$ cat src/rtl/mem_arbiter.sv
// Two-requester round-robin arbiter in front of a single-port synchronous memory.
// Each granted request runs IDLE -> ACCESS -> RESPOND, one request per three cycles.
module mem_arbiter #(
  parameter int DEPTH = 4,
  parameter int WIDTH = 8
) (
  input  logic             clk,
  input  logic             rstN,
  input  logic             reqValid_0,
  input  logic             reqWrite_0,
  input  logic [DEPTH-1:0] reqAddress_0,
  input  logic [WIDTH-1:0] reqWriteData_0,
  output logic             reqReady_0,
  output logic             respValid_0,
  output logic [WIDTH-1:0] respReadData_0,
  input  logic             reqValid_1,
  input  logic             reqWrite_1,
  input  logic [DEPTH-1:0] reqAddress_1,
  input  logic [WIDTH-1:0] reqWriteData_1,
  output logic             reqReady_1,
  output logic             respValid_1,
  output logic [WIDTH-1:0] respReadData_1,
  output logic             memWriteEnable,
  output logic [DEPTH-1:0] memAddress,
  output logic [WIDTH-1:0] memWriteData,
  input  logic [WIDTH-1:0] memReadData,
  output logic             busy
);

  typedef enum logic [1:0] {
    S_IDLE    = 2'd0,
    S_ACCESS  = 2'd1,
    S_RESPOND = 2'd2
  } state_t;

  state_t           r_state;
  state_t           w_next;
  logic             r_lastGrant;
  logic             r_grant;
  logic             r_write;
  logic [DEPTH-1:0] r_addr;
  logic [WIDTH-1:0] r_wdata;
  logic             w_any;
  logic             w_sel;
  logic             w_accept;

  // With both requesting, the one not served last time wins.
  always_comb begin
    w_any    = reqValid_0 | reqValid_1;
    w_sel    = (reqValid_0 && reqValid_1) ? ~r_lastGrant : reqValid_1;
    w_accept = (r_state == S_IDLE) && w_any && rstN;
  end

  always_ff @(posedge clk or negedge rstN) begin
    if (!rstN) begin
      r_state     <= S_IDLE;
      r_lastGrant <= 1'b1;
      r_grant     <= 1'b0;
      r_write     <= 1'b0;
      r_addr      <= '0;
      r_wdata     <= '0;
    end else begin
      r_state <= w_next;
      if (w_accept) begin
        r_lastGrant <= w_sel;
        r_grant     <= w_sel;
        r_write     <= w_sel ? reqWrite_1     : reqWrite_0;
        r_addr      <= w_sel ? reqAddress_1   : reqAddress_0;
        r_wdata     <= w_sel ? reqWriteData_1 : reqWriteData_0;
      end
    end
  end

  always_comb begin
    w_next         = r_state;
    reqReady_0     = 1'b0;
    reqReady_1     = 1'b0;
    respValid_0    = 1'b0;
    respValid_1    = 1'b0;
    respReadData_0 = '0;
    respReadData_1 = '0;
    memWriteEnable = 1'b0;
    memAddress     = '0;
    memWriteData   = '0;
    busy           = (r_state != S_IDLE);
    case (r_state)
      S_IDLE: begin
        if (w_accept) begin
          reqReady_0 = ~w_sel;
          reqReady_1 = w_sel;
          w_next     = S_ACCESS;
        end
      end
      S_ACCESS: begin
        memWriteEnable = r_write;
        memAddress     = r_addr;
        memWriteData   = r_wdata;
        w_next         = S_RESPOND;
      end
      S_RESPOND: begin
        if (r_grant) begin
          respValid_1    = 1'b1;
          respReadData_1 = r_write ? '0 : memReadData;
        end else begin
          respValid_0    = 1'b1;
          respReadData_0 = r_write ? '0 : memReadData;
        end
        w_next = S_IDLE;
      end
      default: w_next = S_IDLE;
    endcase
  end

endmodule

$ cat config.mk
export PLATFORM = sky130hd
export DESIGN_NAME = mem_arbiter
export DESIGN_NICKNAME = d
export VERILOG_FILES = /design/src/rtl/mem_arbiter.sv
export SDC_FILE = /design/constraint.sdc
export NUM_CORES = 1
export LEC_CHECK = 0
export ABC_AREA = 1
export CORE_MARGIN = 5
export CORE_UTILIZATION = 36
export DETAILED_ROUTE_END_ITERATION = 16
export PLACE_DENSITY = 0.77
export REMOVE_ABC_BUFFERS = 1
export SETUP_SLACK_MARGIN = 0.1
export SLEW_MARGIN = 20
export SYNTH_ARGS = -nofsm -noshare
export SYNTH_HDL_FRONTEND = slang
export SYNTH_SLANG_ARGS = --single-unit
$ cat constraint.sdc
create_clock -name clk -period 1.65 [get_ports clk]
set_input_delay 0.33 -clock clk [delete_from_list [all_inputs] [get_ports clk]]
set_output_delay 0.33 -clock clk [all_outputs]
set_load 0.01 [all_outputs]
==> flow_summary.json, run 1 <==
{
  "max_stage_delay_ns": 0.42,
  "hold_buffers": 0,
  "grt_pass1_wl_mm": 6.04,
  "p_sw_frac": 0.393,
  "cts_tree": "done",
  "rows": 20,
  "hold_class": "input port to async pin",
  "cts_root_buf": "clkbuf_4",
  "die_w_um": 66.3,
  "dieHeight_um": 66.3,
  "dpl.hpwl_mm": 2.72,
  "antenna_found_initial": 0,
  "yosysWarnings": 0,
  "drt-initial-drc-count": 71,
  "cts_sinks": 17,
  "grt_overflow": 0,
  "crit_chain": "buf_6 > nor2_4 > buf_12 > nand2_4 > nor2_2 > buf_2",
  "power_switching_mw": 0.627,
  "vias_per_cell": 4.38,
  "wl_per_cell_um": 12.4,
  "dieArea_um2": 4390,
  "worstPathMaxFanout": 4,
  "startpoint": "r_state[0]",
  "final-seq-area_um2": 428,
  "finalPower_mw": 1.60,
  "multi_input_area_um2": 773,
  "ys_ff_latch": 17,
  "ir_worst_vdd_v": 0.000673,
  "reg2regPathDepth": 7,
  "yosysTopAreaCell": "dfrtp_1",
  "fin_ws_ns": -0.0868,
  "synth_area_leaders": "dfrtp_1, nand2_1, nor2_1, inv_1, nand3_1",
  "drive_above_1_share": 0.420,
  "synth_top_area_frac": 0.351,
  "grt_usage": 0.176,
  "r2r_slack_ns": 0.31,
  "yosysSeqAreaShare": 0.374,
  "yosysUniqueCellTypes": 18,
  "final_common_cell": "nand2_1",
  "nFillCells": 256,
  "clockBufferDepth": 2,
  "grt_max_degree": 17,
  "cp-endpoint": "respReadData_1[2]",
  "hold_violations": 0,
  "clockPowerShare": 0.133,
  "violations": "setup timing",
  "p_leak_nw": 1.14,
  "powerDensity_nw_per_um2": 739,
  "status": "complete, but fails checks",
  "port_buffers": 71,
  "pwr-share-seq": 0.374,
  "period_share": 1.05,
  "r2r-end": "r_write",
  "grt_pass1_vias": 1240,
  "finalSetupViolations": 27,
  "routed_wl_mm": 3.88,
  "rsz0062_at_grt": "true",
  "arrival_ns": 1.41,
  "core_area_um2": 3050,
  "start_kind": "register",
  "cts_buffers": 3,
  "cp.required_ns": 1.32,
  "num_io_pins": 72,
  "syn_inst": 177,
  "fin_cells": 313,
  "antenna-diode-count": 0,
  "dp.cells": 298,
  "timing.fmax_mhz": 576,
  "clk_pin_slew_ns": 0.09,
  "rr_startpoint": "r_state[0]",
  "cts_max_level": 1,
  "layout.nets": 308,
  "p_comb_frac": 0.493,
  "clock_skew_ns": 0.0117,
  "drt-pass1-iter-count": 4,
  "areaGrowthSynthToFinish_pct": 89.6,
  "drc": 0,
  "place.gp.congestion": 0.748,
  "maxCapViolations": 0,
  "intPower_mw": 0.970,
  "most-common-layout-cells": "nand2_1, clkdlybuf4s50_1, buf_2",
  "relSlewSlack": 0.776,
  "syn_area_um2": 1140,
  "clkLatencyLatePin_ns": 0.28,
  "syn_avg_cell_area_um2": 6.44,
  "crit_slowest_cell": "dfrtp_1",
  "vias": 1372,
  "fin_crit_ns": 1.74,
  "criticalPathCategory": "register to primary output",
  "tightestPinTransition_ns": 0.336,
  "start_util": 0.373,
  "ant_nets": 0,
  "end_kind": "primary output",
  "slew_viol_final": 0
}
==> state kept, by name, indices dropped and copies added (netlist names) <==
signal,count
r_wdata,8
r_addr,4
r_state,2
r_grant,1
r_lastGrant,1
r_write,1
==> worst min path at each step <==
stage                    start  slack (ns)    endpoint
detailed placement  r_wdata[7]        0.47  r_wdata[7]
floorplan                 rstN        0.03   r_addr[0]
CTS                       rstN        0.17     r_write
global route              rstN        0.16     r_write
global placement    r_wdata[0]        0.46  r_wdata[0]
finish                    rstN        0.19     r_write
==> synth_stat cells, drive strengths merged <==
library cell / count
buf: 6
nand3: 14
nand2: 82
inv: 21
o21ai: 1
clkinv: 1
dfstp: 1
nor2: 34
or2: 1
dfrtp: 16
==> cell families after synthesis <==
logic type / Yosys count / share of synthesized area
buffers and inverters: 28 / 0.115
AND/OR/NAND/NOR: 131 / 0.503
AO/OA/AOI/OAI: 1 / 0.00769
flip-flops: 17 / 0.374
==> per-layer routing <==
layer	up-vias	GRT usage	share of wire
met5	-	0	0
met4	0	0.0228	0.0049
met3	2	0.0272	0.048
met2	33	0.321	0.54
met1	626	0.222	0.41
li1	711	-	-
==> critical path, delay by kind of cell, from the launching register on <==
kind,cells,cell delay [ns]
simple gates,3,0.30
buf+inv,3,0.42
flops,1,0.42
==> per-stage QoR <==
stage / instance area [µm²] / setup WS, ns / TNS, ns / util / hold slack, ns
final: 2160 / -0.0868 / -1.44 / 0.708 / 0.187
after global routing: 2160 / -0.174 / -4.10 / 0.708 / 0.163
after CTS: 1940 / -0.0469 / -0.816 / 0.634 / 0.174
after detailed placement: 1950 / -0.480 / -5.13 / 0.638 / 0.466
after global placement: 1950 / -0.465 / -4.53 / 0.638 / 0.463
after floorplan: 1090 / 0.138 / 0 / - / 0.0344
==> power by group through the flow <==
stage / clock, mW / combinational (mW) / sequential, mW
2_1_floorplan: 0 / 0.316 / 0.577
3_3_place_gp: 0 / 0.633 / 0.585
3_5_place_dp: 0 / 0.644 / 0.585
4_1_cts: 0.223 / 0.666 / 0.584
5_1_grt: 0.246 / 0.865 / 0.605
6_report: 0.213 / 0.788 / 0.597
==> what timing repair did <==
item | 4_1_cts | 5_1_grt
pin swaps | 5 | 5
gates cloned | 2 | 1
setup buffers | 7 | 1
gates resized for setup | 156 | 51
endpoints found under the setup margin | 34 | 34
==> final cells by class <==
cell class              instances  share of cell area
well taps                      44              0.0255
inverters                      22              0.0405
clock buffers                   3              0.0104
flip-flops and latches         17               0.198
repair inverters                1             0.00347
clock inverters                 1             0.00232
repair buffers                 91               0.362
multi-input cells             134               0.358
Power figures use the tool's default switching activity.
==> run 2, diff against run 1 <==
Settings changed: CTS_CLUSTER_SIZE set to 12.
Clock period 1.65 ns to 1.9 ns, I/O delays scaled along.
==> run 2 against run 1 <==
  * The run still ends with setup timing left
  * Clock power barely moved
  * Count of clock-buffer cells in the layout did not move
  * Sequential power down 13%
  * Sequential cell count unchanged
  * Routed wire length grew 9.5%
  * Global-route usage grew 1.1 points
  * First-iteration DRC count fell by 17%
  * Core utilization down 0.70 points
  * Register-to-register slack improved by 0.13 ns
  * Highest routed layer unchanged
==> flow_summary.json, run 2 (synthesis results as in run 1) <==
{
  "arrival_ns": 1.56,
  "wl_per_cell_um": 13.5,
  "ir_worst_vdd_v": 0.000421,
  "routed_wl_mm": 4.25,
  "port_buffers": 71,
  "rows": 20,
  "final_util": 0.701,
  "most-common-layout-cells": "nand2_1, clkdlybuf4s50_1, buf_2",
  "finalSetupTns_ns": -0.0390,
  "dp.cells": 295,
  "gr-usage-met3": 0.0408,
  "timing.fmax_mhz": 516,
  "vias_per_cell": 4.56,
  "rsz0062_at_grt": "true",
  "layout.nets": 310,
  "largest_reg_flops": 8,
  "antenna_found_initial": 0,
  "maxCapViolations": 0,
  "die_w_um": 66.3,
  "nFillCells": 261,
  "antenna-diode-count": 0,
  "fin_ws_ns": -0.0390,
  "hold_class": "input port to async pin",
  "drc": 0,
  "final_common_cell": "nand2_1",
  "grt_usage": 0.187,
  "tightestPinTransition_ns": 0.251,
  "final_area_um2": 2140,
  "worstPathMaxFanout": 3,
  "slew_viol_final": 0,
  "clkLatencyLatePin_ns": 0.32,
  "hold_violations": 0,
  "drt-pass1-iter-count": 4,
  "dpl.hpwl_mm": 2.67,
  "cp.required_ns": 1.52,
  "end_kind": "primary output",
  "cts_sinks": 17,
  "cts_max_level": 1,
  "grt_pass1_wl_mm": 6.20,
  "fin_cells": 315,
  "busiest_layer": "met2",
  "cts_buffers": 3,
  "dieArea_um2": 4390,
  "relSlewSlack": 0.832,
  "grt_use_met2": 0.321,
  "ant_nets": 0,
  "reg_top3": "r_wdata (8), r_addr (4), r_state (2)",
  "drive_above_1_share": 0.410,
  "grt_max_degree": 17,
  "finalSetupViolations": 1,
  "vias": 1436,
  "top_register": "r_wdata",
  "drt-initial-drc-count": 59,
  "violations": "setup timing",
  "cts_root_buf": "clkbuf_4",
  "start_kind": "register",
  "criticalPathCategory": "register to primary output",
  "areaGrowthSynthToFinish_pct": 87.7,
  "p_leak_nw": 1.14,
  "clockBufferDepth": 2,
  "status": "complete, but fails checks",
  "multi_input_area_um2": 734,
  "powerDensity_nw_per_um2": 653,
  "fin_crit_ns": 1.94,
  "clk_pin_slew_ns": 0.11,
  "use_met1": 0.219,
  "place.gp.congestion": 0.756,
  "grt_overflow": 0,
  "clock_skew_ns": 0.0142,
  "start_util": 0.373,
  "place_area_um2": 1920,
  "period_share": 1.02,
  "final-seq-area_um2": 428,
  "core_area_um2": 3050,
  "grt_pass1_vias": 1279,
  "cts_tree": "done",
  "num_io_pins": 72,
  "dieHeight_um": 66.3
}
-- run 2: through the flow --
stage          power, mW  hold slack [ns]  worst slack, ns
2_1_floorplan      0.776           0.0844            0.338
3_3_place_gp        1.04            0.461           -0.314
3_5_place_dp        1.05            0.466           -0.342
4_1_cts             1.29            0.207         -0.00900
5_1_grt             1.50            0.185           -0.103
6_report            1.40            0.203          -0.0390
-- run 2: final timing paths --
| check | from | endpoint | slack (ns) | cells after the start |
|---|---|---|---|---|
| setup / recovery | r_state[1] | memWriteData[7] | -0.04 | 7 |
| hold / removal | rstN | r_write | 0.20 | 2 |
| setup reg to reg | r_state[0] | r_wdata[0] | 0.44 | 8 |
| hold reg to reg | r_lastGrant | r_lastGrant | 0.48 | 2 |
| max in group asynchronous | rstN | r_lastGrant | 1.38 | 2 |
| min in group clk | r_lastGrant | r_lastGrant | 0.48 | 2 |
-- run 2: where the power goes --
| group | leakage [nW] | switching (mW) | internal (mW) |
|---|---|---|---|
| Sequential | 0.211 | 0.0708 | 0.451 |
| Clock | 0.0177 | 0.131 | 0.0789 |
| Combinational | 0.915 | 0.363 | 0.303 |
-- run 2: area by class of cell --
cell class | count | area share
repair buffers | 93 | 0.373
clock buffers | 3 | 0.0105
well taps | 44 | 0.0257
repair inverters | 1 | 0.00351
multi-input cells | 134 | 0.343
flip-flops and latches | 17 | 0.200
inverters | 22 | 0.0421
clock inverters | 1 | 0.00234
-- run 2: critical path, stage by stage, from the launching register on --
cell,delay [ns]
dfrtp_1,0.44
nor2_4,0.16
clkinvlp_4,0.11
buf_6,0.13
buf_6,0.11
buf_6,0.10
nor2_2,0.06
buf_2,0.13
-- run 2: timing repair --
item	4_1_cts	5_1_grt
resized for setup	115	85
setup buffers	10	4
pin swaps	3	9
gates cloned	3	0
setup endpoints to repair	34	34
hold buffers	0	0
-- run 2: metal layers --
metal | part of all wire | routed length (µm) | vias to the layer above
li1 | - | - | 714
met1 | 0.38 | 1620 | 656
met2 | 0.52 | 2230 | 55
met3 | 0.067 | 284 | 11
met4 | 0.029 | 125 | 0
met5 | 0 | 0 | -
